## src/rtl/lifo_pop_streamer_if.sv

```systemverilog
// Bundles the LIFO read-side master's command, LIFO read port and output stream.
// master = the streamer itself; slave = the LIFO plus command source and stream sink.
interface lifo_pop_streamer_if #(
  parameter int unsigned DWIDTH = 16,
  parameter int unsigned AWIDTH = 8
);
  logic              cmd_valid_i;
  logic [AWIDTH:0]   cmd_len_i;
  logic              cmd_ready_o;
  logic              cmd_err_o;
  logic              rdreq_o;
  logic [DWIDTH-1:0] q_i;
  logic              empty_i;
  logic [AWIDTH:0]   usedw_i;
  logic [DWIDTH-1:0] data_o;
  logic              valid_o;
  logic              last_o;
  logic              ready_i;
  logic              busy_o;

  modport master (
    input  cmd_valid_i, cmd_len_i, q_i, empty_i, usedw_i, ready_i,
    output cmd_ready_o, cmd_err_o, rdreq_o, data_o, valid_o, last_o, busy_o
  );

  modport slave (
    output cmd_valid_i, cmd_len_i, q_i, empty_i, usedw_i, ready_i,
    input  cmd_ready_o, cmd_err_o, rdreq_o, data_o, valid_o, last_o, busy_o
  );
endinterface

```

## src/rtl/lifo_pop_streamer.sv

```systemverilog
// Pops N words from a LIFO and replays them as a valid/ready stream with last on word N.
// A 2-entry skid FIFO hides the LIFO's 1-cycle read latency for 1 word/clk throughput.
module lifo_pop_streamer #(
  parameter int unsigned DWIDTH = 16,
  parameter int unsigned AWIDTH = 8
) (
  input  logic clk,
  input  logic srst,
  lifo_pop_streamer_if.master bus
);
  localparam int unsigned LW = AWIDTH + 1;

  typedef enum logic [1:0] {IDLE, RUN, DRAIN} state_t;

  state_t            state;
  logic [LW-1:0]     remaining;
  logic [DWIDTH-1:0] buf_data [2];
  logic [1:0]        buf_last;
  logic              rd_ptr;
  logic              wr_ptr;
  logic [1:0]        occ;
  logic              inflight;
  logic              inflight_last;
  logic              push;
  logic              pop;
  logic              rd_ok;
  logic              rd_is_last;

  assign pop        = bus.valid_o && bus.ready_i;
  assign push       = inflight;
  assign rd_is_last = (remaining == LW'(1));

  // Issue a read only if its data is guaranteed a buffer slot when it lands.
  assign rd_ok = (state == RUN) && !bus.empty_i && (remaining != '0) &&
                 (((occ + 2'(inflight)) < 2'd2) || pop);

  assign bus.rdreq_o = rd_ok;
  assign bus.valid_o = (occ != 2'd0);
  assign bus.data_o  = buf_data[rd_ptr];
  assign bus.last_o  = buf_last[rd_ptr];

  always_ff @(posedge clk) begin
    if (srst) begin
      state           <= IDLE;
      remaining       <= '0;
      buf_data[0]     <= '0;
      buf_data[1]     <= '0;
      buf_last        <= 2'b00;
      rd_ptr          <= 1'b0;
      wr_ptr          <= 1'b0;
      occ             <= 2'd0;
      inflight        <= 1'b0;
      inflight_last   <= 1'b0;
      bus.cmd_ready_o <= 1'b1;
      bus.cmd_err_o   <= 1'b0;
      bus.busy_o      <= 1'b0;
    end else begin
      bus.cmd_err_o <= 1'b0;

      if (push) begin
        buf_data[wr_ptr] <= bus.q_i;
        buf_last[wr_ptr] <= inflight_last;
        wr_ptr           <= ~wr_ptr;
      end
      if (pop) begin
        rd_ptr <= ~rd_ptr;
      end
      case ({push, pop})
        2'b10:   occ <= occ + 2'd1;
        2'b01:   occ <= occ - 2'd1;
        default: ;
      endcase

      inflight      <= rd_ok;
      inflight_last <= rd_ok && rd_is_last;
      if (rd_ok) begin
        remaining <= remaining - LW'(1);
      end

      case (state)
        IDLE: begin
          if (bus.cmd_valid_i) begin
            if (bus.cmd_len_i == '0) begin
              state <= IDLE;
            end else if (bus.cmd_len_i > bus.usedw_i) begin
              bus.cmd_err_o <= 1'b1;
            end else begin
              remaining       <= bus.cmd_len_i;
              state           <= RUN;
              bus.cmd_ready_o <= 1'b0;
              bus.busy_o      <= 1'b1;
            end
          end
        end
        RUN: begin
          if (rd_ok && rd_is_last) begin
            state <= DRAIN;
          end
        end
        DRAIN: begin
          if (pop && bus.last_o) begin
            state           <= IDLE;
            bus.cmd_ready_o <= 1'b1;
            bus.busy_o      <= 1'b0;
          end
        end
        default: state <= IDLE;
      endcase
    end
  end

  // The read-issue rule must keep the skid buffer within its two entries.
  always_ff @(posedge clk) begin
    if (!srst) begin
      assert (occ != 2'd3);
    end
  end
endmodule
```

## src/flat_wrapper.sv

```systemverilog
// flat-port wrapper written by rule: the top's interface ports become plain ports
module lifo_pop_streamer_flat 
#(
  parameter int unsigned DWIDTH = 16,
  parameter int unsigned AWIDTH = 8
)
  (clk, srst, bus_cmd_valid_i, bus_cmd_len_i, bus_q_i, bus_empty_i, bus_usedw_i, bus_ready_i, bus_cmd_ready_o, bus_cmd_err_o, bus_rdreq_o, bus_data_o, bus_valid_o, bus_last_o, bus_busy_o);
  lifo_pop_streamer_if #(.DWIDTH(DWIDTH), .AWIDTH(AWIDTH)) bus_i ();
  input  logic clk;
  input  logic srst;
  input wire logic [$bits(bus_i.cmd_valid_i)-1:0] bus_cmd_valid_i;
  input wire logic [$bits(bus_i.cmd_len_i)-1:0] bus_cmd_len_i;
  input wire logic [$bits(bus_i.q_i)-1:0] bus_q_i;
  input wire logic [$bits(bus_i.empty_i)-1:0] bus_empty_i;
  input wire logic [$bits(bus_i.usedw_i)-1:0] bus_usedw_i;
  input wire logic [$bits(bus_i.ready_i)-1:0] bus_ready_i;
  output wire logic [$bits(bus_i.cmd_ready_o)-1:0] bus_cmd_ready_o;
  output wire logic [$bits(bus_i.cmd_err_o)-1:0] bus_cmd_err_o;
  output wire logic [$bits(bus_i.rdreq_o)-1:0] bus_rdreq_o;
  output wire logic [$bits(bus_i.data_o)-1:0] bus_data_o;
  output wire logic [$bits(bus_i.valid_o)-1:0] bus_valid_o;
  output wire logic [$bits(bus_i.last_o)-1:0] bus_last_o;
  output wire logic [$bits(bus_i.busy_o)-1:0] bus_busy_o;
  assign bus_i.cmd_valid_i = bus_cmd_valid_i;
  assign bus_i.cmd_len_i = bus_cmd_len_i;
  assign bus_i.q_i = bus_q_i;
  assign bus_i.empty_i = bus_empty_i;
  assign bus_i.usedw_i = bus_usedw_i;
  assign bus_i.ready_i = bus_ready_i;
  assign bus_cmd_ready_o = bus_i.cmd_ready_o;
  assign bus_cmd_err_o = bus_i.cmd_err_o;
  assign bus_rdreq_o = bus_i.rdreq_o;
  assign bus_data_o = bus_i.data_o;
  assign bus_valid_o = bus_i.valid_o;
  assign bus_last_o = bus_i.last_o;
  assign bus_busy_o = bus_i.busy_o;
  lifo_pop_streamer #(.DWIDTH(DWIDTH), .AWIDTH(AWIDTH)) u_core (.clk(clk), .srst(srst), .bus(bus_i));
endmodule
```

## config.mk

```make
export PLATFORM = sky130hd
export DESIGN_NAME = lifo_pop_streamer_flat
export DESIGN_NICKNAME = d
export VERILOG_FILES = /design/src/rtl/lifo_pop_streamer_if.sv /design/src/rtl/lifo_pop_streamer.sv /design/src/flat_wrapper.sv
export SDC_FILE = /design/constraint.sdc
export NUM_CORES = 1
export LEC_CHECK = 0
export CORE_MARGIN = 2
export CORE_UTILIZATION = 51
export CTS_CLUSTER_SIZE = 40
export DETAILED_ROUTE_END_ITERATION = 8
export PLACE_DENSITY = 0.91
export SYNTH_ARGS = -nofsm -noshare
export SYNTH_HDL_FRONTEND = slang
export SYNTH_SLANG_ARGS = --single-unit
```

## constraint.sdc

```tcl
create_clock -name clk -period 2.8 [get_ports clk]
set_input_delay 0.84 -clock clk [delete_from_list [all_inputs] [get_ports clk]]
set_output_delay 0.84 -clock clk [all_outputs]
set_load 0.03 [all_outputs]
```

==> results.md <==
- Final clock skew: 6.28 ps
- Hold Fails Final Rpt: 0
- Drt via density: 5.37
- Reg clk slew, reported paths: 90 ps
- Cts-stage hold buffer count: 0
- First-pass GRT wire length: 9280 um
- Layout cells sized above 1: 17.2%
- Post-Syn Nets: 323
- YS warnings: 0
- Total gr overflow: 0
- Clock Tree Buf Depth: 2
- I/O pin cnt: 61
- Initial Utilization: 52.8%
- Post-route ant nets: 0
- Total core area: 5470 um^2
- Fmax: 375 MHz
- Post-Synth Adder-Cell Area: 5.20%
- CTS H-tree depth: 2
- Number of flops mapped to enable cells by yosys: 32
- Asr flop ratio synth: 0%
- Clock root buffer: clkbuf_8
- Largest family of logic cells by synthesized area: simple AND/OR/NAND/NOR gates
- GRT Total Usage: 18.9%
- Initial antenna violation count: 0
- Post-DP Area: 3670 um^2
- Die height: 79.3 um
- Reg-to-Reg Start: u_core.occ[1]
- Die Area: 6280 um^2
- Detailed placer's ending HPWL: 4430 um
- Max_cap viols: 0
- Initial DRC count: 100
- CP Launch Type: flip-flop
- Status: finished clean
- Pre-CTS setup slack: -313 ps
- CTS buffer count: 5
- CTS tree: built
- Worst Min Path Start: u_core.bus.busy_o
- Setup TNS: 0 ps
- Post-Syn Area: 2890 um^2
- Element type at the critical path end: output pin
- # rows: 27
- Yosys top cell by area: edfxtp_1
- Syn avg cell area: 10.6 um^2
- Max-slew violations: 0
- Slew Limit Headroom: 73.6%
- Final Instance Area: 3770 um^2
- Sequential share of the synthesized area: 49.2%
- WS Path Type: flip-flop to output pin
- Leading post-synthesis cells by cell area: edfxtp_1 33%, dfxtp_1 16%, and2_1 7.1%
- Post-synthesis register bit count: 55
- WL/cell: 13.5 um
- Largest net degree at the start of global routing: 18
- GP Congestion: 0.851
- Type of the most critical hold path: flip-flop to flip-flop
- Nets: 399
- First-pass DRT Iterations: 4
- DRC: 0
- Worst-margin pin slew: 396 ps
- Post-synthesis cell count: 272
- Cell Pwr Density: 482 nW/um^2
- Number of distinct library cells after synthesis: 49
- Setup ws final: 130 ps
- Simple logic cell fraction of the synthesized area: 22.0%
- DRT Wirelength: 5670 um
- Minimum clock period: 2670 ps
- Final setup viols: 0
- Clock Sinks: 55
- CP Max Fanout: 16
- # diodes: 0
- Vias in the first global route: 2,184
- I/O Buffers: 60
- Detailed-route via count: 2,260
- LEAKAGE: 1.45 nW
- Max IR drop VDD: 0.239 mV
- Multiplexer share of the synthesized area: 6.93%
- Final Cycle Share: 95.4%
- WP data required: 1960 ps
- Die W: 79.3 um
- Synth top area share: 33.3%
- Xor/xnor share of the synthesized area: 3.03%
- Clock Latency Late Sink: 300 ps
- Area Overhead vs Synth: 30.7%
- Arrival time worst endpoint: 1830 ps
- Synth Area in Compound Gates: 9.71%
- RSZ-0062 raised after global routing: no
- Top_reg_cell synth: edfxtp_1
## synthesized netlist by cell type, types with 2 or more instances
| cell type | number |
|---|---|
| mux2i_1 | 2 |
| clkbuf_1 | 7 |
| o211ai_1 | 7 |
| nor4_1 | 2 |
| nand4b_1 | 2 |
| nor2b_1 | 2 |
| o22ai_1 | 2 |
| mux2_2 | 16 |
| nor2_1 | 13 |
| xor2_1 | 7 |
| nand3b_1 | 2 |
| nand2b_1 | 2 |
| nand2_1 | 11 |
| a31oi_1 | 2 |
| dfxtp_1 | 23 |
| and2_1 | 33 |
| ha_1 | 12 |
| a211o_1 | 2 |
| a21oi_1 | 10 |
| and3_1 | 3 |
| nor3_1 | 4 |
| nand4_1 | 4 |
| edfxtp_1 | 32 |
| xnor2_1 | 3 |
| inv_1 | 19 |
| nand3_1 | 18 |
| a21oi_2 | 2 |
| o21ai_0 | 8 |
| or3b_2 | 2 |
## power by group
group / total [mW] / switching (mW) / internal, mW
Sequential: 0.940 / 0.0351 / 0.904
Combinational: 0.465 / 0.237 / 0.228
Clock: 0.416 / 0.241 / 0.175
## layout make-up
| type | instances | area, um^2 |
|---|---|---|
| timing repair buffer | 79 | 739 |
| fill | 405 | 1700 |
| inverter | 19 | 71.3 |
| sequential | 55 | 1420 |
| clock buffer | 6 | 72.6 |
| multi-input combinational | 188 | 1370 |
| clock inverter | 2 | 12.5 |
| tap | 72 | 90.1 |
## placed cells by master, fill, tap and decap left out, types with 2 or more instances in the layout
cell             count
a31oi_1              2
o21ai_1              2
clkbuf_8             5
a211o_1              2
nor4_1               2
ha_1                12
dfxtp_1             23
edfxtp_1            32
o21ai_0              6
nand2_1             11
and2_1              32
a21oi_2              2
xnor2_1              3
nand2b_1             2
a21oi_1             10
xor2_1               7
and3_1               3
or3b_2               2
nor3_1               4
o22ai_1              2
clkdlybuf4s50_1     58
mux2_2              16
mux2i_1              2
nand3b_1             2
inv_1               19
nand3_1             18
nand4b_1             2
nor2_1              13
o211ai_1             7
nand4_1              4
buf_4               19
## worst paths after layout
kind,slack (ps),to,cells past startpoint
min reg2reg,450,u_core.bus.busy_o,2
min,450,u_core.bus.busy_o,2
max,130,bus_data_o[12],3
max reg2reg,820,u_core.state[0],7
## layer usage
layer | share of wire, % | routed length (um) | up-vias | track usage (%)
met3 | 5.0 | 286 | 4 | 3.75
met4 | 1.1 | 63 | 0 | 8.62
met5 | 0 | 0 | - | 0
met1 | 40 | 2270 | 1074 | 20.7
li1 | - | - | 1127 | -
met2 | 54 | 3060 | 55 | 35.1
## flip-flops by register name (all words and copies together), names as in the netlist, named ones only
signal / count
u_core.bus.busy_o: 1
u_core.state: 2
u_core.buf_last: 2
u_core.buf_data: 32
u_core.occ: 2
u_core.remaining: 9
u_core.rd_ptr: 1
u_core.bus.cmd_err_o: 1
u_core.inflight: 1
u_core.wr_ptr: 1
u_core.bus.cmd_ready_o: 1
u_core.inflight_last: 1
## what timing repair did
action / in CTS / in global routing
pin swaps: 2 / 1
endpoints found under the setup margin: 1 / 1
resized for setup: 3 / 4
buffers inserted: 1 / 0
## cell families (layout without fill, tap and decap cells)
logic type | count (synthesis) | count (layout)
and+or+nand+nor | 108 | 108
muxes | 18 | 18
xor gates and xnor gates | 10 | 10
DFF | 55 | 55
buffers and inverters | 29 | 106
adders and majority gates | 12 | 12
AOI/OAI and AO/OA | 40 | 40
## worst max-delay path, cell delays in order (launching register included)
cell	delay (ps)
dfxtp_1	320
buf_4	230
mux2_2	360
clkdlybuf4s50_1	610
## through the flow
| stage | hold WS [ps] | instances | power, mW | util, % |
|---|---|---|---|---|
| 2_1_floorplan | 425 | 272 | 1.23 | - |
| 3_3_place_gp | 435 | 412 | 1.40 | 67.0 |
| 5_1_grt | 489 | 421 | 1.91 | 69.0 |
| 4_1_cts | 462 | 421 | 1.83 | 68.8 |
| 6_report | 455 | 421 | 1.82 | 69.0 |
| 3_5_place_dp | 444 | 412 | 1.41 | 67.0 |
(Power assumes the default switching activity.)
==> RTL edit (same flow settings) <==
Make the reset (`srst`) asynchronous in one clocked block.
--- a/src/rtl/lifo_pop_streamer.sv
+++ b/src/rtl/lifo_pop_streamer.sv
@@ -41,3 +41,3 @@
 
-  always_ff @(posedge clk) begin
+  always_ff @(posedge clk or posedge srst) begin
     if (srst) begin
Function: differs if srst is asserted again (counterexample within 4 cycles, from zero or initial values and one cycle with srst high); with srst held inactive, the same outputs for 10 cycles.
==> RTL edit against the unedited design <==
Final area decreased by 2.5%; wire length decreased by 7.2%; synthesized area decreased by 5.5%; worst setup slack lost 0.059 ns; register-to-register slack got worse by 0.14 ns; sequential cell count down 1.
Power is not compared: it rests on default switching activity, and its combinational part moved more than twofold at a synthesized area within 25%.
==> RTL edit: results (changes against the unedited design) <==
- Status: completed
- Worst slack, placed: -0.269 ns (+0.0440 ns)
- Synth async-reset ratio: 100% (+100 points)
- Reg2reg start: u_core.occ[0]
- Via count: 1953 (-14%)
- Worst Setup EP: bus_data_o[9]
- Hold_ws: 0.505 ns (+0.0506 ns)
- Metal3 WL: 219 um (-23%)
- Highest Signal Layer: met4
- Syn-to-layout area delta: 34.9%
- Placer Congestion: 0.720 (-15%)
- Area contributors post-synth: dfrtp_1, mux2_2, ha_1
- Hold path startpoint: u_core.wr_ptr
- Final nets: 352 (-12%)
- Final Skew: 0.00421 ns (-0.00207 ns)
- Post-synthesis cell type count: 35 (-29%)
- CP arrival: 1.89 ns (+0.06 ns)
- R2R Setup Slk: 0.68 ns (-0.14 ns)
- Critical R2R Capture: u_core.remaining[6]
- GRT Total Usage: 18.9% (about the same)
- Worst Hold Depth: 1 (-1)
- Sequential fraction of the synthesis area: 49.6% (+0.34 points)
- Dpl hpwl: 3970 um (-10%)
- Metal2 WL: 2820 um (-7.9%)
- Fraction of layout cells with a size suffix above 1: 31.1% (+14 points)
- First-pass GRT wire length: 8900 um (-4.1%)
- Fill cells: 386 (-4.7%)
- Syn nets: 271 (-16%)
- Hold endpoint: u_core.wr_ptr
- Most used DFF post-synth: dfrtp_1
- Post-Synthesis Cells: 220 (-19%)
## RTL edit: logic make-up after synthesis
kind of cell	share of synthesized area, %
mux	26.3
flops	49.6
simple gates	8.53
buf+inv	3.21
compound gates	4.04
fa+ha+maj	5.50
xor+xnor	2.89
## RTL edit: layer usage
| metal | track usage, % | up-vias |
|---|---|---|
| li1 | - | 936 |
| met2 | 34.6 | 52 |
| met5 | 0 | - |
| met1 | 21.7 | 956 |
| met4 | 6.25 | 0 |
| met3 | 4.47 | 9 |
## RTL edit: final cells by class
class                      instances  share of cell area [%]
sequential                        54                    36.7
multi-input combinational        143                    35.2
timing repair buffer              80                    21.0
tap                               70                    2.38
clock buffer                       6                    1.97
inverter                          17                    1.73
clock inverter                     2                    1.02
## RTL edit: timing repair
| action | 4_1_cts | 5_1_grt |
|---|---|---|
| resized for setup | 3 | 3 |
| endpoints found under the setup margin | 1 | 12 |
| pin swaps | 1 | 1 |
| hold buffers | 0 | 0 |
| setup buffers | 1 | 1 |
